### src/rtl/ram_loader_pkg.sv
// Shared types and defaults for the RAM boot loader.
package ram_loader_pkg;

    localparam int unsigned DefaultAddrWidth    = 5;
    localparam int unsigned DefaultDataWidth    = 32;
    localparam int unsigned DefaultBytesPerWord = DefaultDataWidth / 8;

    // StVerify is only reachable when RAM_LOADER_VERIFY_EN is defined.
    typedef enum logic [2:0] {
        StIdle,
        StPack,
        StWrite,
        StDone,
        StVerify
    } state_e;

endpackage

### src/rtl/ram_loader_byte_packer.sv
// Little-endian byte packer: collects BYTES_PER_WORD bytes into one staging word.
// The first byte of a word lands in bits [7:0]; word_full flags the filling transfer.
module ram_loader_byte_packer
    import ram_loader_pkg::*;
#(
    parameter int unsigned BYTES_PER_WORD = DefaultBytesPerWord
) (
    input  logic                        clock,
    input  logic                        reset_n,
    input  logic                        clear,
    input  logic                        take,
    input  logic [7:0]                  byte_in,
    output logic [8*BYTES_PER_WORD-1:0] word,
    output logic                        word_full
);

    localparam int unsigned IdxWidth = (BYTES_PER_WORD > 1) ? $clog2(BYTES_PER_WORD) : 1;
    localparam logic [IdxWidth-1:0] LastIdx = IdxWidth'(BYTES_PER_WORD - 1);

    logic [IdxWidth-1:0]           idx_q, idx_d;
    logic [8*BYTES_PER_WORD-1:0]   word_q, word_d;

    // Place each accepted byte at its lane and advance the byte index.
    always_comb begin
        idx_d  = idx_q;
        word_d = word_q;
        if (clear) begin
            idx_d = '0;
        end else if (take) begin
            word_d[{idx_q, 3'b000} +: 8] = byte_in;
            idx_d = (idx_q == LastIdx) ? '0 : idx_q + IdxWidth'(1);
        end
    end

    // Index and staging registers; the staging word holds through WRITE/VERIFY.
    always_ff @(posedge clock or negedge reset_n) begin
        if (!reset_n) begin
            idx_q  <= '0;
            word_q <= '0;
        end else begin
            idx_q  <= idx_d;
            word_q <= word_d;
        end
    end

    assign word      = word_q;
    assign word_full = take && !clear && (idx_q == LastIdx);

endmodule

### src/rtl/ram_loader.sv
// ram_loader: streams bytes into a single-port RAM at boot, then hands the port to the host.
// Build macro RAM_LOADER_VERIFY_EN adds a one-cycle read-back VERIFY after every write
// and drives a sticky verify_error; without it verify_error is tied low.
module ram_loader
    import ram_loader_pkg::*;
#(
    parameter int unsigned ADDR_WIDTH = DefaultAddrWidth,
    parameter int unsigned DATA_WIDTH = DefaultDataWidth
) (
    input  logic                  clock,
    input  logic                  reset_n,
    input  logic                  start,
    input  logic [ADDR_WIDTH:0]   word_count,
    input  logic [7:0]            byte_in,
    input  logic                  byte_valid,
    output logic                  byte_ready,
    output logic                  busy,
    output logic                  done,
    output logic                  verify_error,
    input  logic [ADDR_WIDTH-1:0] host_address,
    input  logic [DATA_WIDTH-1:0] host_data_in,
    input  logic                  host_we,
    input  logic                  host_cs,
    input  logic [DATA_WIDTH-1:0] ram_data_out,
    output logic [ADDR_WIDTH-1:0] ram_address,
    output logic [DATA_WIDTH-1:0] ram_data_in,
    output logic                  ram_we,
    output logic                  ram_cs
);

    localparam int unsigned BYTES_PER_WORD = DATA_WIDTH / 8;
    localparam logic [ADDR_WIDTH:0] Depth = {1'b1, {ADDR_WIDTH{1'b0}}};

    state_e                state_q, state_d;
    logic [ADDR_WIDTH-1:0] addr_q, addr_d;
    logic [ADDR_WIDTH:0]   count_q, count_d;
    logic [ADDR_WIDTH:0]   written_q, written_d;
    logic [ADDR_WIDTH:0]   count_clamped;
    logic                  start_ok, take, word_full, last_word;
    logic [DATA_WIDTH-1:0] staged;

    // Clamping to the RAM depth means the address counter never wraps onto live data.
    assign count_clamped = (word_count > Depth) ? Depth : word_count;
    assign start_ok      = start && ((state_q == StIdle) || (state_q == StDone));
    assign last_word     = (written_q + (ADDR_WIDTH + 1)'(1)) == count_q;
    assign take          = byte_valid && byte_ready;

    ram_loader_byte_packer #(
        .BYTES_PER_WORD(BYTES_PER_WORD)
    ) u_packer (
        .clock    (clock),
        .reset_n  (reset_n),
        .clear    (start_ok),
        .take     (take),
        .byte_in  (byte_in),
        .word     (staged),
        .word_full(word_full)
    );

    // Next-state logic: load setup on start, pack, write, optional read-back.
    always_comb begin
        state_d   = state_q;
        addr_d    = addr_q;
        count_d   = count_q;
        written_d = written_q;
        case (state_q)
            StIdle, StDone: begin
                if (start_ok) begin
                    count_d   = count_clamped;
                    addr_d    = '0;
                    written_d = '0;
                    state_d   = (count_clamped == '0) ? StDone : StPack;
                end
            end
            StPack: begin
                if (word_full) state_d = StWrite;
            end
`ifdef RAM_LOADER_VERIFY_EN
            StWrite: begin
                state_d = StVerify;
            end
            // Address advances only after read-back so VERIFY sees the written location.
            StVerify: begin
                addr_d    = addr_q + ADDR_WIDTH'(1);
                written_d = written_q + (ADDR_WIDTH + 1)'(1);
                state_d   = last_word ? StDone : StPack;
            end
`else
            StWrite: begin
                addr_d    = addr_q + ADDR_WIDTH'(1);
                written_d = written_q + (ADDR_WIDTH + 1)'(1);
                state_d   = last_word ? StDone : StPack;
            end
`endif
            default: state_d = StIdle;
        endcase
    end

    // Loader state and counters.
    always_ff @(posedge clock or negedge reset_n) begin
        if (!reset_n) begin
            state_q   <= StIdle;
            addr_q    <= '0;
            count_q   <= '0;
            written_q <= '0;
        end else begin
            state_q   <= state_d;
            addr_q    <= addr_d;
            count_q   <= count_d;
            written_q <= written_d;
        end
    end

    // Status outputs and RAM port mux: host owns the port whenever the loader is not busy.
    always_comb begin
        busy        = (state_q == StPack) || (state_q == StWrite) || (state_q == StVerify);
        done        = (state_q == StDone);
        byte_ready  = (state_q == StPack);
        ram_address = host_address;
        ram_data_in = host_data_in;
        ram_we      = host_we;
        ram_cs      = host_cs;
        if (busy) begin
            ram_address = addr_q;
            ram_data_in = staged;
            ram_cs      = (state_q == StWrite) || (state_q == StVerify);
            ram_we      = (state_q == StWrite);
        end
    end

`ifdef RAM_LOADER_VERIFY_EN
    logic verify_error_q, verify_error_d;

    // Sticky read-back mismatch flag, cleared only by an accepted start.
    always_comb begin
        verify_error_d = verify_error_q;
        if (start_ok) begin
            verify_error_d = 1'b0;
        end else if ((state_q == StVerify) && (ram_data_out != staged)) begin
            verify_error_d = 1'b1;
        end
    end

    // Verify error register.
    always_ff @(posedge clock or negedge reset_n) begin
        if (!reset_n) begin
            verify_error_q <= 1'b0;
        end else begin
            verify_error_q <= verify_error_d;
        end
    end

    assign verify_error = verify_error_q;
`else
    // Read data is only consumed by the host in this build.
    logic unused_ram_data_out;
    assign unused_ram_data_out = ^ram_data_out;
    assign verify_error        = 1'b0;
`endif

endmodule

### config.mk
export PLATFORM = sky130hd
export DESIGN_NAME = ram_loader
export DESIGN_NICKNAME = d
export VERILOG_FILES = /design/src/rtl/ram_loader_pkg.sv /design/src/rtl/ram_loader_byte_packer.sv /design/src/rtl/ram_loader.sv
export SDC_FILE = /design/constraint.sdc
export NUM_CORES = 1
export LEC_CHECK = 0
export BUFFER_PORTS_ARGS = -buffer_cell sky130_fd_sc_hd__buf_2
export CAP_MARGIN = 20
export CORE_MARGIN = 4
export CORE_UTILIZATION = 50
export CTS_BUF_LIST = sky130_fd_sc_hd__clkbuf_2
export CTS_CLUSTER_DIAMETER = 40
export DETAILED_ROUTE_END_ITERATION = 10
export PLACE_DENSITY = 0.83
export SYNTH_ARGS = -nofsm -noshare
export SYNTH_HDL_FRONTEND = slang
export SYNTH_SLANG_ARGS = --single-unit
### constraint.sdc
create_clock -name clock -period 2.1 [get_ports clock]
set_clock_uncertainty 0.15 [all_clocks]
set_input_delay 0.105 -clock clock [delete_from_list [all_inputs] [get_ports clock]]
set_output_delay 0.105 -clock clock [all_outputs]
set_load 0.005 [all_outputs]
## Yosys cells after proc, flatten, opt, wreduce, memory -nomap -nowiden

Index checks and enable logic that the tools add are counted.

- Eq/ne operators: 8
- $add $sub $neg: 4
- Muxes and demuxes: 18
- Bitwise gates (word level): 1
- Shifts and indexed selects: 2
- $lt $le $gt $ge: 1
- Reduce and logical (&&, ||, !) cells: 18

Operator list:

| operator | count |
|---|---|
| $bwmux W32 | 1 |
| $mux W32 | 1 |
| $shift A8 B7 Y32 const A | 1 |
| $shiftx A8 B7 Y32 | 1 |
| $mux W6 | 2 |
| $pmux W6 S2 | 1 |
| $mux W2 | 5 |
| $mux W5 | 2 |
| $pmux W5 S2 | 1 |
| $pmux W3 S3 | 1 |
| $reduce_and A2 Y1 | 4 |
| $neg A5 Y7 | 1 |
| $add A6 B1 Y6 const B | 1 |
| $eq A3 B2 Y1 const B | 2 |
| $eq A6 B6 Y1 | 1 |
| $gt A6 B6 Y1 const B | 1 |
| $logic_not A6 Y1 | 1 |
| $mux W3 | 2 |
| $add A5 B1 Y5 const B | 1 |
| $logic_and A1 B1 Y1 | 4 |
| $logic_or A1 B1 Y1 | 4 |
| $ne A2 B1 Y1 const B | 2 |
| $reduce_bool A2 Y1 | 2 |
| $eq A3 B1 Y1 const B | 1 |
| other kinds (8) | 9 |

- Output and inout bits: 43
- Input bits: 89
- Word-level logic and storage cells: 58
- Flip-flop bits (word level): 54

## Longest topological paths before layout

Gate-level depths: netlist (run 1).

- Word-level depth: 8
- Depth in mapped cells: 9
- Mapped depth without buffers: 6

## Cells and area by module

A second synthesis (run 1) with hierarchy kept.

- Cells, all modules: 319
- Area, all modules: 3,369.5 um^2

By module, submodules not included:

| module | seq. area each (um^2) | cells an instance | instances | area an instance (um^2) |
|---|---|---|---|---|
| ram_loader_byte_packer | 850.8 | 159 | 1 | 1,780.5 |
| ram_loader | 475.5 | 160 | 1 | 1,589.0 |

## Worst setup path after synthesis (run 1)

No wires, ideal clock.

- Path kind: reg-to-reg
- From: register state_q[0]
- To: register state_q[1]
- Setup slack: 217 ps
- Path buffers: 2
- Cell stages (with the launch flop): 9
- Data arrival time: 1,598 ps
- Required time: 1,815 ps
- Library setup time: 135 ps
- Clock period less this slack: 1,883 ps
- Cell sequence: dfrtp_1 > inv_1 > ha_1 > buf_6 > nor2b_4 > buf_6 > a311o_1 > a211oi_2 > a211oi_1

- Word-level cells in the longest chain between the ends: 8
- Elaborated cells between the ends (all ways): 15
- Classes of those cells: eq/ne (5); mux (1); reduce/logical (9)

RTL lines:

| what | line | source |
|---|---|---|
| start, declared | ram_loader.sv:34 | `state_e state_q, state_d;` |
| start signal, assigned | ram_loader.sv:102 | `state_q <= StIdle;` |
| start signal, assigned | ram_loader.sv:107 | `state_q <= state_d;` |
| $eq A3 B2 Y1 or $logic_not A3 Y1 (tied branches) | ram_loader.sv:44, ram_loader.sv:66 |  |
| $logic_or A1 B1 Y1 | ram_loader.sv:44 | `assign start_ok = start && ((state_q == StIdle) \|\| (state_q == StDone));` |
| $logic_and A1 B1 Y1 | ram_loader.sv:44 |  |
| $logic_not A1 Y1 | ram_loader_byte_packer.sv:47 | `assign word_full = take && !clear && (idx_q == LastIdx);` |
| $logic_and A1 B1 Y1 (2 in a row) | ram_loader_byte_packer.sv:47 |  |
| $ne A2 B1 Y1 (no line) | n/a |  |
| $reduce_and A2 Y1 (no line) | n/a |  |

Several ways; a longest one is shown, not always the timed one.
A chain may end at the register's enable or synchronous reset.

## Final worst setup path (run 1)

- From: register state_q[1]
- To: output ram_data_in[16]

- Word-level cells in the longest chain between the ends: 4
- Elaborated cells between the ends (all ways): 6
- Classes of those cells: eq/ne (3); mux (1); reduce/logical (2)

RTL lines:

| what | line | source |
|---|---|---|
| $eq A3 B1 Y1 or $eq A3 B2 Y1 (tied branches) | ram_loader.sv:116 | `busy = (state_q == StPack) \|\| (state_q == StWrite) \|\| (state_q == StVerify);` |
| $logic_or A1 B1 Y1 | ram_loader.sv:116 |  |
| $logic_or A1 B1 Y1 (*) | ram_loader.sv:116 |  |
| $mux W32 (*) | ram_loader.sv:123 | `if (busy) begin` |
| end, declared | ram_loader.sv:26 | `output logic [DATA_WIDTH-1:0] ram_data_in,` |

Every way passes the cells marked *; elsewhere a longest branch is shown, timed or not.

==> flow_summary.toml, run 1 <==
[critical_path]
crit_required_ns = 1.85
cp-startpoint = "state_q[1]"
reg2reg_slack_ns = 0.14
critPathCaptureType = "output pin"
cp.arrival_ns = 1.85
worst-setup-path-type = "reg -> out"
critPathMaxFanout = 21
cp-start-kind = "flop"
r2r-start = "state_q[1]"

[sta]
fin_tns_setup_ns = -0.00990
setup_violations = 3
hold_viol = 0
drv_slew = 0
finalWorstSetupSlack_ns = -0.00808
fin_crit_ns = 2.11
relSlewSlack_pct = 63.7
holdWs_ns = 0.00135
min_period_over_period_pct = 100
max_freq_mhz = 474
tightest_slew_ns = 0.540
grt_setup_unrepaired = "true"

[floorplanning]
die_h_microns = 86.9
rows = 28
initial_core_util_pct = 51.9
dieArea_sq_um = 7550
core_area_sq_um = 5990
ios = 132
die_w_microns = 86.9

[synth]
syn_nets = 463
avgSynthCellArea_sq_um = 8.59
synth_top_area_share_pct = 42.6
ys_seq_area_share_pct = 42.6
ys.warnings.count = 0
synth.cell_area_sq_um = 3110
ys_seq_elements = 53
synth_edf_count = 0
synth_cell_types = 44
synth_cells = 362
synthArstFlopShare_pct = 100
synth_area_leaders = "dfrtp_1 43%, o21ai_0 6.6%, nand2_1 5.9%"
synthFlopType = "dfrtp_1"
synth_largest_area_cell = "dfrtp_1"

[status]
violations = "setup timing"
status = "finished with violations"

[cells_and_area]
layout_commonest_cell = "buf_2"
layout-drive-gt1-share_pct = 29.1
nets = 582
finalNonFillerCells = 557
fin_util_pct = 67.7
final_cell_mix = "97 x buf_2, 53 x dfrtp_1, 49 x nand2_1, 47 x o21ai_1, 36 x nand3_1"
syn2layout_area_growth_pct = 30.4

[global_route]
grt_pass1_wl_microns = 12700
grt_pass1_vias = 2778
grt_usage_pct = 21.1
grt_overflow_total = 0
antenna_found_initial = 1
grt_max_degree = 54

[clock_tree]
insertion_delay_ns = 0.43
clockBufferDepth = 2
cts_made_buffers = 5
cts_sinks = 53
cts_tree = "done"
htreeDepth = 2
cts_root_buffer = "clkbuf_2"
clkSlewWorstSetupHoldPaths_ns = 0.24

[placed_design]
finalWeightedCongestion = 0.851
dpl.hpwl_microns = 5500
dp.cells = 522
port_buffers = 98

[routing]
drtPass1Iterations = 5
drt-initial-drc-count = 207
antenna_left = 0
vias = 3045
drcViolationCount = 0
via_per_inst = 5.47
post_drt_wl_per_cell_microns = 14.6
wl_microns = 8150

[pwr]
powerDensity_nw_per_um2 = 1400
leakagePower_nw = 2.02
power_mw = 5.66
ir_drop_v = 0.000854

[run]
maxCapViolations = 0

[worst_hold_path]
hold_path.class = "in -> async"
-- repair_timing --
action / 4_1_cts / 5_1_grt
pin swaps: 1 / 0
hold buffers: 22 / 0
buffers inserted: 4 / 0
endpoints found under the hold margin: 95 / 0
cloned: 0 / 1
resized for setup: 9 / 23
endpoints found under the setup margin: 39 / 43
-- where the power goes --
part | switching, mW | total [mW] | internal [mW]
logic | 1.92 | 3.59 | 1.66
clock network | 0.306 | 0.499 | 0.193
registers | 0.186 | 1.57 | 1.39
-- state kept, by name, summed over array words and instances (netlist names) --
name and flops:
addr_q 5, u_packer.word 32, written_q 6, count_q 6, state_q 2, u_packer.idx_q 2
-- synth_stat cells, types with 2 or more instances --
master / instances
clkbuf_1: 9
nor2_1: 6
nand2_1: 49
nand3_1: 36
and4_1: 5
nor3b_2: 3
xor2_1: 3
o21ai_1: 32
mux2_2: 7
ha_1: 12
mux2i_1: 3
a21oi_1: 4
a21o_1: 3
a32o_1: 2
buf_2: 8
o21ai_0: 41
dfrtp_1: 53
nor3_1: 6
inv_1: 36
buf_6: 6
nand2b_1: 6
a22o_1: 6
xnor2_1: 4
and3_1: 2
-- worst max-delay path, cell delays in order, from the launching register on --
cell and delay (ns):
dfrtp_1 0.48, ha_4 0.32, buf_12 0.16, buf_12 0.14, nand2_1 0.07, o21ai_1 0.10, buf_2 0.14
-- final timing paths --
kind / endpoint / cells after the start
worst max-delay path: ram_data_in[16] / 6
worst max register to register: u_packer.word[7] / 8
worst min-delay path: count_q[0] / 3
worst min register to register: u_packer.word[27] / 2
max in group asynchronous: u_packer.word[4] / 3
min in group clock: u_packer.idx_q[0] / 3
-- per-layer routing --
metal,up-vias,global-route usage (%),share of wire (%)
li1,1474,-,-
met1,1417,28.2,41
met2,135,36.0,49
met3,19,2.27,7.3
met4,0,6.23,2.5
met5,-,0,0
-- logic make-up (layout without fill, tap and decap cells) --
kind of cell / count (synthesis) / count (layout) / share of synthesized area, %
DFF: 53 / 53 / 42.6
muxes: 10 / 10 / 3.50
and+or+nand+nor: 121 / 121 / 19.8
other: 1 / 2 / 0.121
adders and majority gates: 12 / 12 / 4.83
AOI/OAI and AO/OA: 97 / 97 / 17.9
buffers and inverters: 61 / 180 / 9.25
xor gates and xnor gates: 7 / 7 / 1.97
-- layout make-up --
cell class,count,area (sq um)
Inverter,37,139
Antenna cell,1,2.50
Fill cell,456,1930
Clock inverter,2,35.0
Timing Repair Buffer,136,907
Multi-Input combinational cell,248,1530
Tap cell,75,93.8
Sequential cell,53,1330
Clock buffer,5,25.0
-- metrics by stage --
step                      worst slack, ns  area (sq um)
after global placement              0.240          3640
final                            -0.00808          4060
after CTS                        -0.00403          4000
after global routing               -0.107          4060
after floorplan                     0.217          3110
after detailed placement            0.162          3640
Note: power is estimated with default switching activity, not from simulation.
==> inputs of run 2 (changes only) <==
--- a/config.mk
+++ b/config.mk
@@ -9,7 +9,7 @@
 export CAP_MARGIN = 20
 export CORE_MARGIN = 4
 export CORE_UTILIZATION = 50
-export CTS_BUF_LIST = sky130_fd_sc_hd__clkbuf_2
+export CTS_BUF_LIST = sky130_fd_sc_hd__clkbuf_2 sky130_fd_sc_hd__clkbuf_4 sky130_fd_sc_hd__clkbuf_8
 export CTS_CLUSTER_DIAMETER = 40
 export DETAILED_ROUTE_END_ITERATION = 10
 export PLACE_DENSITY = 0.83
==> run 2 against run 1 <==
  * The flow now finishes without violations
  * Die area is the same
  * Count of clock-buffer cells in the layout is the same
  * Final cell count shrank 1.1%
  * Sequential power is essentially flat
  * Via count shrank 1.8%
  * Final area shrank 1.4%
  * Critical path type unchanged
==> flow_summary.toml, run 2 (same netlist as run 1, synthesis figures left out) <==
[status]
status = "complete, no violations"

[critical_path]
timing.rr.end = "u_packer.word[11]"
r2r_cells = 5
crit_family = "flip-flops"
crit_required_ns = 1.85
worst-setup-path-type = "reg -> out"
cp_slowest_cell = "dfrtp_2"
cp-start-kind = "flop"
reg2reg_slack_ns = 0.17
worstPathCellList = "ha_4 -> buf_4 -> mux2_2 -> buf_2"
critical_path.max_stage_delay_ns = 0.45
critPathBufInv = 2
critPathCaptureType = "output pin"
r2r-start = "u_packer.idx_q[1]"
critPathMaxFanout = 10
cp.arrival_ns = 1.77

[clock_tree]
htreeDepth = 2
insertion_delay_ns = 0.30
cts_made_buffers = 5
clkSlewWorstSetupHoldPaths_ns = 0.09
clockBufferDepth = 2
cts_sinks = 53
cts_root_buffer = "clkbuf_8"
cts_tree = "done"

[sta]
tightest_slew_ns = 0.549
fin_crit_ns = 2.02
setup_violations = 0
max_freq_mhz = 494
finalWorstSetupSlack_ns = 0.0751
relSlewSlack_pct = 63.1
drv_slew = 0
min_period_over_period_pct = 96.4
holdWs_ns = 0.129
hold_viol = 0

[pwr]
p_clk_share_pct = 12.1
leakagePower_nw = 1.99
combinationalPowerShare_pct = 59.0
powerDensity_nw_per_um2 = 1370
power.switching_mw = 2.31
ir_drop_v = 0.000827
pwr-share-seq_pct = 28.9
switching_share_pct = 42.3
internal_power_mw = 3.16

[cells_and_area]
largest_register_ff_count = 32
layout_commonest_cell = "buf_2"
final_area_sq_um = 4000
nets = 577
syn2layout_area_growth_pct = 28.6
final_cell_mix = "98 x buf_2, 52 x dfrtp_1, 49 x nand2_1, 41 x o21ai_0"
insertedDiodeCount = 0
layout-drive-gt1-share_pct = 28.4
fin_util_pct = 66.8

[global_route]
grt_max_degree = 54
grt_overflow_total = 0
grt_pass1_wl_microns = 12800
grt_usage_pct = 21.3
grt_pass1_vias = 2814
antenna_found_initial = 0

[placed_design]
port_buffers = 98
post-place-ws_ns = 0.162
finalWeightedCongestion = 0.851
dpl.hpwl_microns = 5500
post_dp_cell_area_sq_um = 3640

[floorplanning]
rows = 28
die_w_microns = 86.9
core_area_sq_um = 5990
initial_core_util_pct = 51.9
die_h_microns = 86.9
ios = 132
dieArea_sq_um = 7550

[routing]
antenna_left = 0
drt-initial-drc-count = 158
vias = 2991
drtPass1Iterations = 4
via_per_inst = 5.43
wl_microns = 7930
post_drt_wl_per_cell_microns = 14.4
drcViolationCount = 0

[worst_hold_path]
hold_path.class = "in -> reg"
hold_start = "byte_valid"
min_to = "u_packer.idx_q[0]"
min_path_cells = 4

[run]
maxCapViolations = 0
run 2: power groups by stage:
stage                     clock, mW  sequential, mW  combinational, mW
after global routing          0.716            1.62               3.65
after global placement            0            1.57               2.90
final                         0.662            1.58               3.22
after floorplan                   0            1.55               1.97
after CTS                     0.670            1.57               3.16
after detailed placement          0            1.60               3.00
run 2: routing by layer:
| layer | wire length (microns) | share of wire, % | track usage, % |
|---|---|---|---|
| met5 | 0 | 0 | 0 |
| met1 | 3370 | 43 | 27.6 |
| met3 | 468 | 5.9 | 3.69 |
| met4 | 188 | 2.4 | 8.07 |
| met2 | 3900 | 49 | 35.5 |
run 2: worst reg2reg max path: cells and delay by family (launching register included):
kind | cells | cell delay [ns]
adder cells (fa/ha/maj) | 1 | 0.40
AO/OA/AOI/OAI | 1 | 0.11
flip-flops | 1 | 0.43
buffers and inverters | 1 | 0.11
AND/OR/NAND/NOR | 2 | 0.66
run 2: worst max-delay path by stage:
stage	start	to	slack, ns	depth (start not counted)
2_1_floorplan	state_q[0]	state_q[1]	0.22	8
3_3_place_gp	state_q[0]	addr_q[4]	0.24	7
3_5_place_dp	state_q[0]	ram_data_in[29]	0.16	7
4_1_cts	state_q[1]	ram_address[3]	0.08	4
5_1_grt	state_q[1]	ram_data_in[1]	-0.006	6
6_report	state_q[1]	ram_address[3]	0.08	4
run 2: cell type report:
| type | instances | area (sq um) |
|---|---|---|
| fill | 460 | 1990 |
| multi-input combinational | 248 | 1510 |
| sequential | 53 | 1330 |
| timing repair buffer | 131 | 827 |
| inverter | 37 | 139 |
| tap | 75 | 93.8 |
| clock buffer | 5 | 68.8 |
| clock inverter | 2 | 35.0 |
run 2: timing repair:
action	in CTS	in global routing
endpoints found under the hold margin	93	0
hold buffers	21	0
buffers inserted	1	0
setup endpoints to repair	30	25
resized for setup	4	4
run 2: stage by stage:
step	instances	power [mW]	TNS, ns
global route	551	5.99	-0.00621
global placement	522	4.48	0
finish	551	5.47	0
detailed placement	522	4.60	0
CTS	551	5.40	0
floorplan	362	3.52	0
